$ cat config.mk
export PLATFORM = sky130hd
export DESIGN_NAME = comunicaciones_frame_tx
export DESIGN_NICKNAME = d
export VERILOG_FILES = /design/src/rtl/comunicaciones_pkg.sv /design/src/rtl/comunicaciones_cmd_fifo.sv /design/src/rtl/comunicaciones_frame_tx.sv
export SDC_FILE = /design/constraint.sdc
export NUM_CORES = 1
export LEC_CHECK = 0
export CAP_MARGIN = 15
export CORE_MARGIN = 5
export CORE_UTILIZATION = 25
export CTS_BUF_LIST = sky130_fd_sc_hd__clkbuf_2 sky130_fd_sc_hd__clkbuf_4 sky130_fd_sc_hd__clkbuf_8
export CTS_CLUSTER_SIZE = 28
export DETAILED_ROUTE_END_ITERATION = 16
export DONT_BUFFER_PORTS = 1
export GPL_TIMING_DRIVEN = 0
export SYNTH_ARGS = -nofsm -noshare
export SYNTH_HDL_FRONTEND = slang
export SYNTH_SLANG_ARGS = --single-unit
$ cat constraint.sdc
create_clock -name clk -period 2.6 [get_ports clk]
set_clock_uncertainty 0.05 [all_clocks]
set_input_delay 0.78 -clock clk [delete_from_list [all_inputs] [get_ports clk]]
set_output_delay 0.78 -clock clk [all_outputs]
set_load 0.02 [all_outputs]
$ cat src/rtl/comunicaciones_pkg.sv
// comunicaciones_pkg: shared FSM states, frame word indices and word-length helper.
// PARITY_EN adds the parity state and one bit to every serial word.
package comunicaciones_pkg;

    typedef enum logic [2:0] {
        IDLE,
        LOAD,
        START,
        DATA,
`ifdef PARITY_EN
        PARITY,
`endif
        STOP,
        NEXT,
        DONE
    } state_t;

    localparam int FRAME_WORDS = 3;
    localparam logic [1:0] IDX_SYNC = 2'd0;
    localparam logic [1:0] IDX_CMD  = 2'd1;
    localparam logic [1:0] IDX_CHK  = 2'd2;

    function automatic int word_bits(input int data_bits, input int stop_bits);
`ifdef PARITY_EN
        return 2 + data_bits + stop_bits;
`else
        return 1 + data_bits + stop_bits;
`endif
    endfunction

endpackage

$ cat src/rtl/comunicaciones_cmd_fifo.sv
// comunicaciones_cmd_fifo: synchronous command FIFO; a push into a full FIFO is
// accepted when a pop happens in the same cycle.
module comunicaciones_cmd_fifo #(
    parameter int WIDTH = 8,
    parameter int DEPTH = 4
) (
    input  logic             clk,
    input  logic             rst,
    input  logic             push,
    input  logic             pop,
    input  logic [WIDTH-1:0] din,
    output logic [WIDTH-1:0] dout,
    output logic             full,
    output logic             empty
);
    localparam int AW = $clog2(DEPTH);

    logic [WIDTH-1:0] mem [DEPTH];
    logic [AW-1:0]    wr_ptr, rd_ptr;
    logic [AW:0]      count;
    logic             wr_en, rd_en;

    assign full  = count == (AW+1)'(DEPTH);
    assign empty = count == '0;
    assign wr_en = push & (~full | pop);
    assign rd_en = pop & ~empty;
    assign dout  = mem[rd_ptr];

    always_ff @(posedge clk) begin
        if (rst) begin
            wr_ptr <= '0;
            rd_ptr <= '0;
            count  <= '0;
        end else begin
            if (wr_en) begin
                mem[wr_ptr] <= din;
                wr_ptr      <= wr_ptr + 1'b1;
            end
            if (rd_en)
                rd_ptr <= rd_ptr + 1'b1;
            count <= count + (AW+1)'(wr_en) - (AW+1)'(rd_en);
        end
    end

endmodule

$ cat src/rtl/comunicaciones_frame_tx.sv
// comunicaciones_frame_tx: queues strobed commands and sends each as a UART-style
// SYNC/command/checksum frame. Define PARITY_EN to append an even parity bit per word.
module comunicaciones_frame_tx
    import comunicaciones_pkg::*;
#(
    parameter int             CLK_DIV   = 434,
    parameter int             DATA_BITS = 8,
    parameter int             STOP_BITS = 1,
    parameter int             CMD_DEPTH = 4,
    parameter logic [7:0]     SYNC_WORD = 8'hA5
) (
    input  logic                 clk,
    input  logic                 rst,
    input  logic [DATA_BITS-1:0] command,
    input  logic                 str,
    output logic                 tx,
    output logic                 ready_command,
    output logic                 busy,
    output logic                 fifo_full,
    output logic                 cmd_drop
);
    localparam int BW = $clog2(CLK_DIV);
    localparam logic [DATA_BITS-1:0] SYNC = SYNC_WORD[DATA_BITS-1:0];

    state_t               state;
    logic                 str_q, push, pop, full, empty, bit_end;
    logic [DATA_BITS-1:0] fifo_dout, cmd_r, shreg, chk;
    logic [BW-1:0]        baud;
    logic [2:0]           bit_cnt;
    logic [1:0]           word_idx;
`ifdef PARITY_EN
    logic                 par;
`endif

    assign push      = str & ~str_q;
    assign pop       = ~empty & (state == IDLE || state == DONE);
    assign bit_end   = baud == BW'(CLK_DIV - 1);
    assign fifo_full = full;

    comunicaciones_cmd_fifo #(.WIDTH(DATA_BITS), .DEPTH(CMD_DEPTH)) u_fifo (
        .clk   (clk),
        .rst   (rst),
        .push  (push),
        .pop   (pop),
        .din   (command),
        .dout  (fifo_dout),
        .full  (full),
        .empty (empty)
    );

    always_ff @(posedge clk) begin
        if (rst) begin
            str_q         <= 1'b0;
            state         <= IDLE;
            tx            <= 1'b1;
            ready_command <= 1'b0;
            busy          <= 1'b0;
            cmd_drop      <= 1'b0;
            baud          <= '0;
            bit_cnt       <= '0;
            word_idx      <= IDX_SYNC;
            cmd_r         <= '0;
            shreg         <= '0;
            chk           <= '0;
`ifdef PARITY_EN
            par           <= 1'b0;
`endif
        end else begin
            str_q         <= str;
            ready_command <= 1'b0;
            cmd_drop      <= push & full & ~pop;
            baud          <= (bit_end || state == IDLE || state == LOAD || state == DONE) ? '0 : baud + 1'b1;
            case (state)
                IDLE, DONE: begin
                    if (!empty) begin
                        cmd_r <= fifo_dout;
                        busy  <= 1'b1;
                        state <= LOAD;
                    end else begin
                        state <= IDLE;
                    end
                end
                LOAD: begin
                    word_idx <= IDX_SYNC;
                    shreg    <= SYNC;
                    chk      <= SYNC ^ cmd_r;
                    tx       <= 1'b0;
                    state    <= START;
                end
                START: begin
`ifdef PARITY_EN
                    par <= 1'b0;
`endif
                    if (bit_end) begin
                        tx      <= shreg[0];
                        bit_cnt <= '0;
                        state   <= DATA;
                    end
                end
                DATA: begin
                    if (bit_end) begin
                        shreg <= shreg >> 1;
`ifdef PARITY_EN
                        par   <= par ^ shreg[0];
`endif
                        if (bit_cnt == 3'(DATA_BITS - 1)) begin
                            bit_cnt <= '0;
`ifdef PARITY_EN
                            tx      <= par ^ shreg[0];
                            state   <= PARITY;
`else
                            tx      <= 1'b1;
                            state   <= STOP;
`endif
                        end else begin
                            bit_cnt <= bit_cnt + 1'b1;
                            tx      <= shreg[1];
                        end
                    end
                end
`ifdef PARITY_EN
                PARITY: begin
                    if (bit_end) begin
                        tx    <= 1'b1;
                        state <= STOP;
                    end
                end
`endif
                // The next-word decision is taken on the final stop cycle so words abut.
                STOP: begin
                    if (bit_end) begin
                        if (bit_cnt == 3'(STOP_BITS - 1)) begin
                            bit_cnt <= '0;
                            if (word_idx == IDX_CHK) begin
                                ready_command <= 1'b1;
                                busy          <= 1'b0;
                                state         <= DONE;
                            end else begin
                                shreg    <= (word_idx == IDX_SYNC) ? cmd_r : chk;
                                word_idx <= word_idx + 1'b1;
                                tx       <= 1'b0;
                                state    <= START;
                            end
                        end else begin
                            bit_cnt <= bit_cnt + 1'b1;
                        end
                    end
                end
                default: state <= IDLE;
            endcase
        end
    end

endmodule

---- Yosys cells after proc, flatten, opt, wreduce, memory -nomap -nowiden ----
Memories as Yosys holds them, arrays and structs flattened. A register that Yosys moved wholly into a read port is not among the register bits.
Index checks and enable logic that the tools add are counted.
word-level totals
  flip-flop bits (word level) ............. 45
  latch bits .............................. 0
  RAM bits ................................ 32
  ROM bits ................................ 0
  output and inout port bits .............. 5
  word-level logic and storage cells ...... 117
  memories ................................ 1
cells by class
  add/subtract/negate cells ............... 7
  $mul .................................... 0
  divide/modulo/power cells ............... 0
  magnitude comparators ................... 0
  eq/ne operators ......................... 17
  shift operators ......................... 0
  muxes and demuxes ....................... 40
  bitwise gates (word level) .............. 15
  reductions and logical operators ........ 23
memories
  memory      words  width  read ports  clocked after Yosys merged registers in  wr ports  line                           RTL
  u_fifo.mem  4      8      1           1                                        1         comunicaciones_cmd_fifo.sv:18  logic [WIDTH-1:0] mem [DEPTH];
operator list
  cell                                            number
  two-way mux 8 bit                               5
  two-way mux 3 bit                               11
  one-hot mux 8 bit (3 select lines)              1
  != test 2 bit (second input constant)           8
  two-way mux 1 bit                               15
  one-hot mux 3 bit (5 select lines)              1
  AND reduction 5 bit                             3
  == test 3 bit (second input constant)           4
  adder 9 x 1 -> 9 bit (second input constant)    1
  == test 9 bit (second input constant)           1
  zero test 3 bit                                 3
  one-hot mux 3 bit (3 select lines)              1
  AND reduction 4 bit                             2
  inverter 1 bit                                  7
  adder 2 x 1 -> 2 bit (second input constant)    3
  AND 1 bit                                       6
  == test 3 x 2 -> 1 bit (second input constant)  2
  two-way mux 2 bit                               3
  AND reduction 6 bit                             1
  nonzero test 3 bit                              2
  logical OR 1 bit                                4
  inverter 4 bit                                  1
  one-hot mux 1 bit (4 select lines)              1
  one-hot mux 2 bit (2 select lines)              1
  13 further kinds                                15

---- Depth between registers and ports, before layout ----
Gate-level depths: netlist of the first run.
  depth after elaboration ................. 8
  mapped depth ............................ 12
  depth with buffers taken out ............ 10

---- Modules after synthesis ----
A second synthesis of the first run with hierarchy kept.
second synthesis, totals
  cell total of the unflattened synthesis .. 346
  area total of the unflattened synthesis .. 3,824.9 µm²
modules (own cells, without submodules)
  module                   instances  cells an instance  area each (µm²)  sequential area each (µm²)
  comunicaciones_frame_tx  1          253                2,192.1          920.9
  comunicaciones_cmd_fifo  1          93                 1,632.8          1,141.1

---- Worst setup path before layout of the first run ----
No wires, ideal clock.
  kind .................................... reg-to-reg
  start ................................... register state[1]
  end ..................................... register u_fifo.count[2]
  library setup time ...................... 128 ps
  data arrival time ....................... 2,309 ps
  required time ........................... 2,422 ps
  setup slack ............................. 114 ps
  cell stages (with the launch flop) ...... 13
  path buffers ............................ 2
  clock period less this slack ............ 2,486 ps
  cells stage by stage .................... dfxtp_1 -> nor2b_1 -> clkbuf_1 -> nor4_4 -> buf_4 -> ha_1 -> inv_1 -> ha_1 -> inv_1 -> fa_1 -> xor2_1 -> xnor2_1 -> nor2_1
RTL lines
  element                                                  line                           RTL
  start: declaration                                       comunicaciones_frame_tx.sv:25  state_t state;
  start signal: assignment                                 comunicaciones_frame_tx.sv:54  state <= IDLE;
  start signal: assignment                                 comunicaciones_frame_tx.sv:78  state <= LOAD;
  start signal: assignment                                 comunicaciones_frame_tx.sv:80  state <= IDLE;
  == test 3 bit / zero test 3 bit (equally long branches)  comunicaciones_frame_tx.sv:36  assign pop = ~empty & (state == IDLE || state == DONE);
  logical OR 1 bit (*)                                     comunicaciones_frame_tx.sv:36
  AND 1 bit (*)                                            comunicaciones_frame_tx.sv:36
  AND 1 bit (*)                                            comunicaciones_cmd_fifo.sv:26  assign rd_en = pop & ~empty;
  named net u_fifo.rd_en                                   comunicaciones_cmd_fifo.sv:21  logic wr_en, rd_en;
  subtractor 3 x 1 -> 3 bit (*)                            comunicaciones_cmd_fifo.sv:41  count <= count + (AW+1)'(wr_en) - (AW+1)'(rd_en);
  end signal: assignment                                   comunicaciones_cmd_fifo.sv:41
  end: declaration                                         comunicaciones_cmd_fifo.sv:20  logic [AW:0] count;
The timed path passes the listed nets; every way through them passes the cells marked *.
A chain may end at the register's enable or synchronous reset.

---- Worst setup path after layout of the first run ----
  start ................................... register state[2]
  end ..................................... register u_fifo.count[2]
on the way
  longest elaborated chain between the ends .. 7
ends and longest elaborated chain
  element                                                  line                           RTL
  == test 3 bit / zero test 3 bit (equally long branches)  comunicaciones_frame_tx.sv:36
  logical OR 1 bit (*)                                     comunicaciones_frame_tx.sv:36
  AND 1 bit (*)                                            comunicaciones_frame_tx.sv:36
  OR 1 bit                                                 comunicaciones_cmd_fifo.sv:25  assign wr_en = push & (~full | pop);
  AND 1 bit                                                comunicaciones_cmd_fifo.sv:25
  adder 3 x 1 -> 3 bit                                     comunicaciones_cmd_fifo.sv:41
  subtractor 3 x 1 -> 3 bit (*)                            comunicaciones_cmd_fifo.sv:41
Every way passes the cells marked *; elsewhere a longest branch is shown, timed or not.

==> flow_summary.ini, run 1 <==
[critical_path]
data_arrival_time_of_the_critical_path_ps = 2670
endpoint_kind = flip-flop
worstPathBufferInverterCount = 2
timing.critical_path.cells = nor2b_1 > clkbuf_2 > o31a_1 > nor3b_4 > ha_1 > inv_1 > fa_1 > xor2_1 > xnor2_1 > nor2_1
worst_path_max_delay_cell = dfxtp_1
cp_slowest_stage_delay_ps = 410
cpLargestDelayFamily = adder cells
setup.worst_path.class = reg -> reg
crit_path_max_fanout = 9
critical_path_required_ps = 2780
startpoint_type = flip-flop

[place]
post-place-ws_ps = -346
routability_congestion_estimate = 0.821
placed_cells_incl_taps = 527
place.port_buffers = 0
dp_hpwl_um = 5470

[timing]
finalWorstPathRequiredPeriod_ps = 2490
worst-slew-pin-transition_ps = 707
rsz0062_at_grt = true
fin_crit_sh_pct = 95.7
setup-violations-final = 0
hold_violations = 0
final-max-slew-violation-count = 0
timing.final.ws_setup_ps = 113
max-slew-margin-rel_pct = 52.8
fmaxAchievable_ghz = 0.402

[yosys]
gate_count_of_the_mapped_netlist = 339
netlist_top_cells_count = dfxtp_1 (53), nor2_1 (42), edfxtp_1 (32)
synth_largest_type_area_fraction_pct = 27.7
synth.most_common_cell = dfxtp_1
synth_sequential_area_ratio_pct = 52.8
synth_enable_flop_cells = 32
netlist.top_cell.by_area = dfxtp_1
synth_warnings = 0
synth.net_count = 364
synthArstFlopShare_pct = 0
synth_area_per_cell_sq_um = 11.3
syn-cell-area_sq_mm = 0.00383
synth_xor_area_share_pct = 2.52
synth.mux.area_fraction_pct = 9.48
largest_cells_by_area_after_synthesis = dfxtp_1 (28%), edfxtp_1 (25%), mux4_2 (4.7%), ha_1 (4.3%), mux2i_1 (4.2%)
ys_seq_elements = 85
simple_gate_share_of_the_synthesized_area_pct = 14.9
synth_flop_cell = dfxtp_1
post_synth_fa_ha_maj_area_fraction_pct = 5.04
synth_compound_area_share_pct = 11.5
synth_top_family_by_area = simple AND/OR/NAND/NOR gates
ys_types = 61

[route]
wl_um = 7790
detailedRoute.firstIterationViolations = 110
avgViaCountPerCell = 4.64
drtAntennaViolNets = 0
post-route-drc-count = 0
detail_route.first_pass.iterations = 4
detailroute.via_count = 2531
avgRoutedWirePerCell_um = 14.3

[global_routing]
groute.usage.overall_pct = 9.01
number_of_global_route_vias_before_repair = 2600
first_pass_grt_wire_length_um = 12900
grt_start_max_net_pins = 19
antenna_found_initial = 0
grt_overflow_total = 0

[cells_and_area]
n_antenna_cell = 0
drive_gt1_share_pct = 14.8
nNetsFinal = 377
synthToLayoutAreaGrowth_pct = 12.5
layout.filler_cells = 1550
fin_cells = 545
post-route-util_pct = 28.5

[floorplanning]
die-area_sq_mm = 0.0179
number_of_rows_created_at_floorplan = 45
placeable_core_region_sq_mm = 0.0151
die-width_um = 134
initial_core_util_pct = 25.4
io-pin-count = 16
chipHeight_um = 134

[clocking]
cts.htree.levels = 3
tritoncts_clock_tree = built
clock_tree.root_cell = clkbuf_8
path_clk_slew_ps = 90
ctsLongestPathBuffers = 2
cts_num_sinks = 85
cts_buf_count = 9
clk_latency_ps = 360

[power]
powerDensity_mw_per_mm2 = 867
power.leakage_nw = 1.47
peak_supply_drop_v = 0.000449
power_w = 0.00373

[worst_hold_path]
kind_of_path_behind_the_tightest_hold_check = reg -> reg

[outcome]
run_status = complete, no violations

[flow_run]
max-cap-violations = 0
## repair_timing
| item | CTS | global route |
|---|---|---|
| pin swaps | 1 | 0 |
| gates resized for setup | 1 | 7 |
| buffers inserted | 1 | 1 |
| hold buffers | 0 | 0 |
| endpoints found under the setup margin | 2 | 34 |
## final cells by class
| cell class | instances | area (sq um) | area share [%] |
|---|---|---|---|
| clock buffers | 9 | 124 | 2.88 |
| repair buffers | 2 | 15.0 | 0.349 |
| clock inverters | 7 | 73.8 | 1.72 |
| inverters | 16 | 60.1 | 1.40 |
| multi-input cells | 220 | 1690 | 39.2 |
| flip-flops and latches | 85 | 2020 | 47.0 |
| plain buffers | 18 | 88.8 | 2.06 |
| well taps | 188 | 235 | 5.47 |
## routing by layer
layer  routed length [um]  share of wire, %  GRT usage, %  vias up
li1                     -                 -             -     1263
met1                 3500                45          10.9     1206
met2                 3750                48          15.1       53
met3                  443               5.7          2.95        9
met4                   98               1.3          2.91        0
met5                    0                 0             0        -
## per-stage QoR
stage	setup TNS [ps]	hold slack (ps)	cell area, sq um
floorplan	0	385	3830
global placement	-413	393	4060
detailed placement	-467	396	4060
CTS	0	409	4270
global route	-56.9	425	4300
finish	0	409	4300
## logic make-up (layout without fill, tap and decap cells)
group / after synthesis / after routing
AND/OR/NAND/NOR: 105 / 105
flip-flops: 85 / 85
AO/OA/AOI/OAI: 63 / 63
buffers and inverters: 34 / 52
multiplexers: 26 / 26
adder cells (fa/ha/maj): 15 / 15
XOR/XNOR: 11 / 11
## power breakdown
group	total [W]	switching [W]	internal, W
Clock	0.000918	0.000538	0.000380
Sequential	0.00171	0.000151	0.00156
Combinational	0.00110	0.000606	0.000493
Total	0.00373	0.00130	0.00244
## registers in the layout, indices dropped and copies added, names as in the netlist
register,flops
chk,8
ready_command,1
u_fifo.rd_ptr,2
cmd_drop,1
bit_cnt,3
u_fifo.mem,32
word_idx,2
cmd_r,8
u_fifo.count,3
u_fifo.wr_ptr,2
shreg,8
state,3
busy,1
str_q,1
baud,9
tx,1
## worst min-delay path: stages, from the launching register on
cell     delay [ps]
dfxtp_1         320
nand2_1          50
a21oi_1          50
## layout by cell type (no fill, tap or decap), types with 8 or more instances in the layout
cell type   n
ha_1       13
a21oi_1    25
inv_1      15
clkbuf_1    8
dfxtp_1    53
nand3_1    11
mux4_2      8
mux2i_1    16
nor2_1     42
nand2_1    15
clkbuf_8    9
edfxtp_1   32
## worst paths after layout
path            start               to  slack, ps  cells past startpoint
min            chk[3]           chk[3]        410                      2
min reg2reg    chk[3]           chk[3]        410                      2
max reg2reg  state[2]  u_fifo.count[2]        110                     10
max          state[2]  u_fifo.count[2]        110                     10
(Power assumes the default switching activity.)
==> inputs of run 2 (changes only) <==
GPL_TIMING_DRIVEN = default   (was 0)
==> run 2 against run 1 <==
- worst setup slack improved by 170 ps
- maximum frequency increased by 7.3%
- cell count is 2.2% lower
- clock power down 6.5%
- register-to-register slack improved by 170 ps
- core utilization fell by 0.56 points
- hold slack got worse by 8.4 ps
- critical path depth unchanged
- via count down 2.6%
- final area fell by 1.9%
- first-iteration DRC count is 18% higher
- non-clock buffer count shrank 12
- critical path type unchanged
- largest cell class unchanged
- largest power group unchanged
==> flow_summary.ini, run 2 (synthesis gave the netlist of run 1 again) <==
[outcome]
run_status = complete, no violations

[timing]
fmaxAchievable_ghz = 0.432
hold_violations = 0
setup-violations-final = 0
finalWorstPathRequiredPeriod_ps = 2320
final-max-slew-violation-count = 0
timing.final.ws_setup_ps = 283
max-slew-margin-rel_pct = 50.7
setup-tns-final_ps = 0
fin_crit_sh_pct = 89.1
rsz0062_at_grt = false
worst-slew-pin-transition_ps = 739

[place]
place.port_buffers = 0
dp_hpwl_um = 5170
routability_congestion_estimate = 0.770
place_area_sq_mm = 0.00404
post-place-ws_ps = 272

[clocking]
cts_post_setup_buffers_inserted = 0
clock_tree.root_cell = clkbuf_8
cts_buf_count = 9
path_clk_slew_ps = 90
cts_num_sinks = 85
cts.hold.buffers_added = 0
cts.htree.levels = 3
ctsLongestPathBuffers = 2
tritoncts_clock_tree = built
clk_latency_ps = 360
cts_repair_resize_count = 0

[critical_path]
endpoint_kind = flip-flop
cpLargestDelayFamily = adder cells
reg2regPathDepth = 10
data_arrival_time_of_the_critical_path_ps = 2530
worst_path_max_delay_cell = nor3_1
setup.worst_path.class = reg -> reg
cp_slowest_stage_delay_ps = 440
worstPathBufferInverterCount = 2
timing.critical_path.cells = nor3_1 > nor4_4 > ha_1 > inv_1 > ha_1 > inv_1 > fa_1 > xor2_1 > xnor2_1 > nor2_1
critical_path_required_ps = 2810
path_depth = 10
startpoint_type = flip-flop
crit_path_max_fanout = 4

[route]
drtAntennaViolNets = 0
wl_um = 7400
detailroute.via_count = 2466
detail_route.first_pass.iterations = 4
detailedRoute.firstIterationViolations = 130
post-route-drc-count = 0
avgViaCountPerCell = 4.63
avgRoutedWirePerCell_um = 13.9

[worst_hold_path]
kind_of_path_behind_the_tightest_hold_check = reg -> reg
worstHoldPathCells = 2

[cells_and_area]
mostFrequentLayoutCell = dfxtp_1
drive_gt1_share_pct = 13.9
nNetsFinal = 365
multiInputGateArea_sq_mm = 0.00166
mostFrequentLayoutCells = dfxtp_1 (53), nor2_1 (42), edfxtp_1 (32)
synthToLayoutAreaGrowth_pct = 10.3
post-route-util_pct = 28.0
finish.instance_area_sq_mm = 0.00422
largest_registers = u_fifo.mem (32), baud (9)
layout.filler_cells = 1563
largest_register_ffs = 32
top_register = u_fifo.mem
area.sequential_sq_mm = 0.00202
n_antenna_cell = 0

[power]
p_sw_share_pct = 33.6
power_report.internal_total_w = 0.00238
comb_power_share_pct = 26.8
power.leakage_nw = 1.44
peak_supply_drop_v = 0.000463
power_switching_w = 0.00121
pwr-share-clk_pct = 24.0
seqPwrFrac_pct = 49.3
powerDensity_mw_per_mm2 = 849

[floorplanning]
die-area_sq_mm = 0.0179
placeable_core_region_sq_mm = 0.0151
die-width_um = 134
initial_core_util_pct = 25.4
chipHeight_um = 134
number_of_rows_created_at_floorplan = 45
io-pin-count = 16

[global_routing]
number_of_global_route_vias_before_repair = 2459
first_pass_grt_wire_length_um = 12400
grt_overflow_total = 0
antenna_found_initial = 0
groute.usage.overall_pct = 8.81
grt_start_max_net_pins = 44

[flow_run]
max-cap-violations = 0
run 2: cell count changes in the layout (fill, tap and decap cells not counted), moves of 2 or more:
cell	change
clkinv_2	+2
buf_1	-2
clkbuf_2	-2
buf_2	-3
clkbuf_1	-8
buf_4	+5
run 2: area by class of cell:
class | instances | area share (%)
Sequential cell | 85 | 47.9
Multi-Input combinational cell | 220 | 39.4
Tap cell | 188 | 5.57
Clock buffer | 9 | 2.94
Timing Repair Buffer | 8 | 1.42
Inverter | 16 | 1.42
Clock inverter | 7 | 1.33
run 2: layer usage:
layer  GRT usage, %  part of all wire, %  vias up
li1               -                    -     1230
met1           10.9                   47     1187
met2           14.0                   47       39
met3           3.32                  5.2       10
met4           3.26                  1.5        0
met5              0                    0        -
run 2: worst reg2reg max path, cell delays in order, from the launching register on:
cell and delay [ps]:
dfxtp_1 360, nor3_1 440, nor4_4 100, ha_1 300, inv_1 60, ha_1 130, inv_1 50, fa_1 370
xor2_1 180, xnor2_1 140, nor2_1 50
run 2: stage by stage:
| step | instances | hold WS, ps | total power, W |
|---|---|---|---|
| floorplan | 339 | 385 | 0.00253 |
| global placement | 517 | 385 | 0.00272 |
| detailed placement | 517 | 391 | 0.00276 |
| CTS | 533 | 404 | 0.00363 |
| global route | 533 | 399 | 0.00383 |
| finish | 533 | 401 | 0.00358 |
run 2: path summary, 6_finish.rpt:
check / from / endpoint / slack [ps]
setup / recovery: u_fifo.count[1] / u_fifo.count[2] / 280
hold / removal: chk[1] / chk[1] / 400
setup reg to reg: u_fifo.count[1] / u_fifo.count[2] / 280
hold reg to reg: chk[1] / chk[1] / 400
run 2: power groups by stage:
stage | Sequential, W | Combinational, W | Clock [W]
after floorplan | 0.00170 | 0.000837 | 0
after global placement | 0.00178 | 0.000940 | 0
after detailed placement | 0.00180 | 0.000963 | 0
after CTS | 0.00177 | 0.000968 | 0.000893
after global routing | 0.00181 | 0.00107 | 0.000953
final | 0.00177 | 0.000958 | 0.000858
==> inputs of run 3 (changes only) <==
CORE_MARGIN = 4   (was 5)
CORE_UTILIZATION = 45   (was 25)
REMOVE_ABC_BUFFERS = 1   (was default)
==> run 3 against run 2 <==
- combinational power grew 0.5%
- highest routed layer unchanged
- first-iteration DRC count shrank 1.5%
- critical endpoint unchanged
- clock power grew 10%
==> flow_summary.ini, run 3 (synthesis gave the netlist of run 1 again) <==
[power]
power_w = 0.00364
powerDensity_mw_per_mm2 = 880
peak_supply_drop_v = 0.000398
power.leakage_nw = 1.45

[outcome]
run_status = complete, no violations

[clocking]
path_clk_slew_ps = 100
tritoncts_clock_tree = built
cts_num_sinks = 85
cts_repair_resize_count = 0
cts_buf_count = 9
ctsLongestPathBuffers = 2
cts_post_setup_buffers_inserted = 0
clock_tree.root_cell = clkbuf_8
cts.htree.levels = 3
clk_latency_ps = 370
cts.hold.buffers_added = 0

[critical_path]
cp_slowest_stage_delay_ps = 450
setup.worst_path.class = reg -> reg
worst_path_max_delay_cell = nor3_1
regToRegStartpoint = u_fifo.count[1]
timing.critical_path.cells = nor3_1 > nor4_4 > ha_1 > inv_1 > ha_1 > inv_1 > fa_1 > xor2_1 > xnor2_1 > nor2_1
data_arrival_time_of_the_critical_path_ps = 2540
startpoint_type = flip-flop
reg2reg_setup_slack_ps = 290
regToRegEndpoint = u_fifo.count[2]
worstPathBufferInverterCount = 2
reg2regPathDepth = 10
cpLargestDelayFamily = adder cells
path_depth = 10
crit_path_end = u_fifo.count[2]
critical_path_origin = u_fifo.count[1]
endpoint_kind = flip-flop
crit_path_max_fanout = 4
critical_path_required_ps = 2820

[route]
avgRoutedWirePerCell_um = 15.3
detail_route.first_pass.iterations = 4
detailedRoute.firstIterationViolations = 128
avgViaCountPerCell = 5.48
wl_um = 6890
drtAntennaViolNets = 0
post-route-drc-count = 0
detailroute.via_count = 2464

[cells_and_area]
mostFrequentLayoutCell = dfxtp_1
mostFrequentLayoutCells = dfxtp_1 (53), nor2_1 (42), edfxtp_1 (32)
n_antenna_cell = 0
finish.instance_area_sq_mm = 0.00414
largest_registers = u_fifo.mem (32), baud (9)
drive_gt1_share_pct = 13.9
largest_register_ffs = 32
top_register = u_fifo.mem
fin_cells = 450
synthToLayoutAreaGrowth_pct = 8.24
nNetsFinal = 365

[worst_hold_path]
worstHoldPathCells = 2
kind_of_path_behind_the_tightest_hold_check = reg -> reg

[timing]
max-slew-margin-rel_pct = 44.3
fmaxAchievable_ghz = 0.432
setup-violations-final = 0
rsz0062_at_grt = false
fin_crit_sh_pct = 89.0
setup-tns-final_ps = 0
final-max-slew-violation-count = 0
timing.final.ws_setup_ps = 287
worst-slew-pin-transition_ps = 834
hold_violations = 0
finalWorstPathRequiredPeriod_ps = 2310

[floorplanning]
die-width_um = 100
io-pin-count = 16
die-area_sq_mm = 0.0100
placeable_core_region_sq_mm = 0.00826
chipHeight_um = 100
number_of_rows_created_at_floorplan = 33
initial_core_util_pct = 46.3

[flow_run]
max-cap-violations = 0

[global_routing]
groute.usage.overall_pct = 15.1
antenna_found_initial = 0
first_pass_grt_wire_length_um = 12100
grt_overflow_total = 0
grt_start_max_net_pins = 44
number_of_global_route_vias_before_repair = 2410

[place]
post-place-ws_ps = 275
dp_hpwl_um = 4810
routability_congestion_estimate = 0.833
placed_cells_incl_taps = 434
place_area_sq_mm = 0.00394
place.port_buffers = 0
## run 3: power by group
part           internal, W  switching (W)
Clock             0.000387       0.000560
Sequential         0.00156       0.000172
Combinational     0.000461       0.000502
Total              0.00241        0.00123
## run 3: tightest hold or removal path, stage by stage (launching register included)
cell and delay (ps):
dfxtp_1 320, nand2_1 50, a21oi_1 50
## run 3: per-layer routing
layer	global-route usage [%]	vias to the layer above	wire length (um)
li1	-	1239	-
met1	20.6	1180	3240
met2	22.6	36	3270
met3	4.66	9	277
met4	6.01	0	102
met5	0	-	0
## run 3: final cells by class
class / instances / area, sq um
multi-input cells: 220 / 1660
inverters: 16 / 60.1
fillers: 750 / 4120
clock inverters: 7 / 81.3
well taps: 105 / 131
repair buffers: 8 / 60.1
clock buffers: 9 / 124
flip-flops and latches: 85 / 2020
## run 3: worst min path at each step
stage	from	endpoint
3_3_place_gp	chk[4]	chk[4]
6_report	chk[3]	chk[3]
5_1_grt	rst	cmd_r[5]
2_1_floorplan	chk[1]	chk[1]
3_5_place_dp	chk[4]	chk[4]
4_1_cts	chk[1]	chk[1]
## run 3: through the flow
step	util (%)	hold WS, ps
2_1_floorplan	-	380
3_3_place_gp	47.7	386
3_5_place_dp	47.7	391
4_1_cts	50.2	405
5_1_grt	50.2	409
6_report	50.2	401
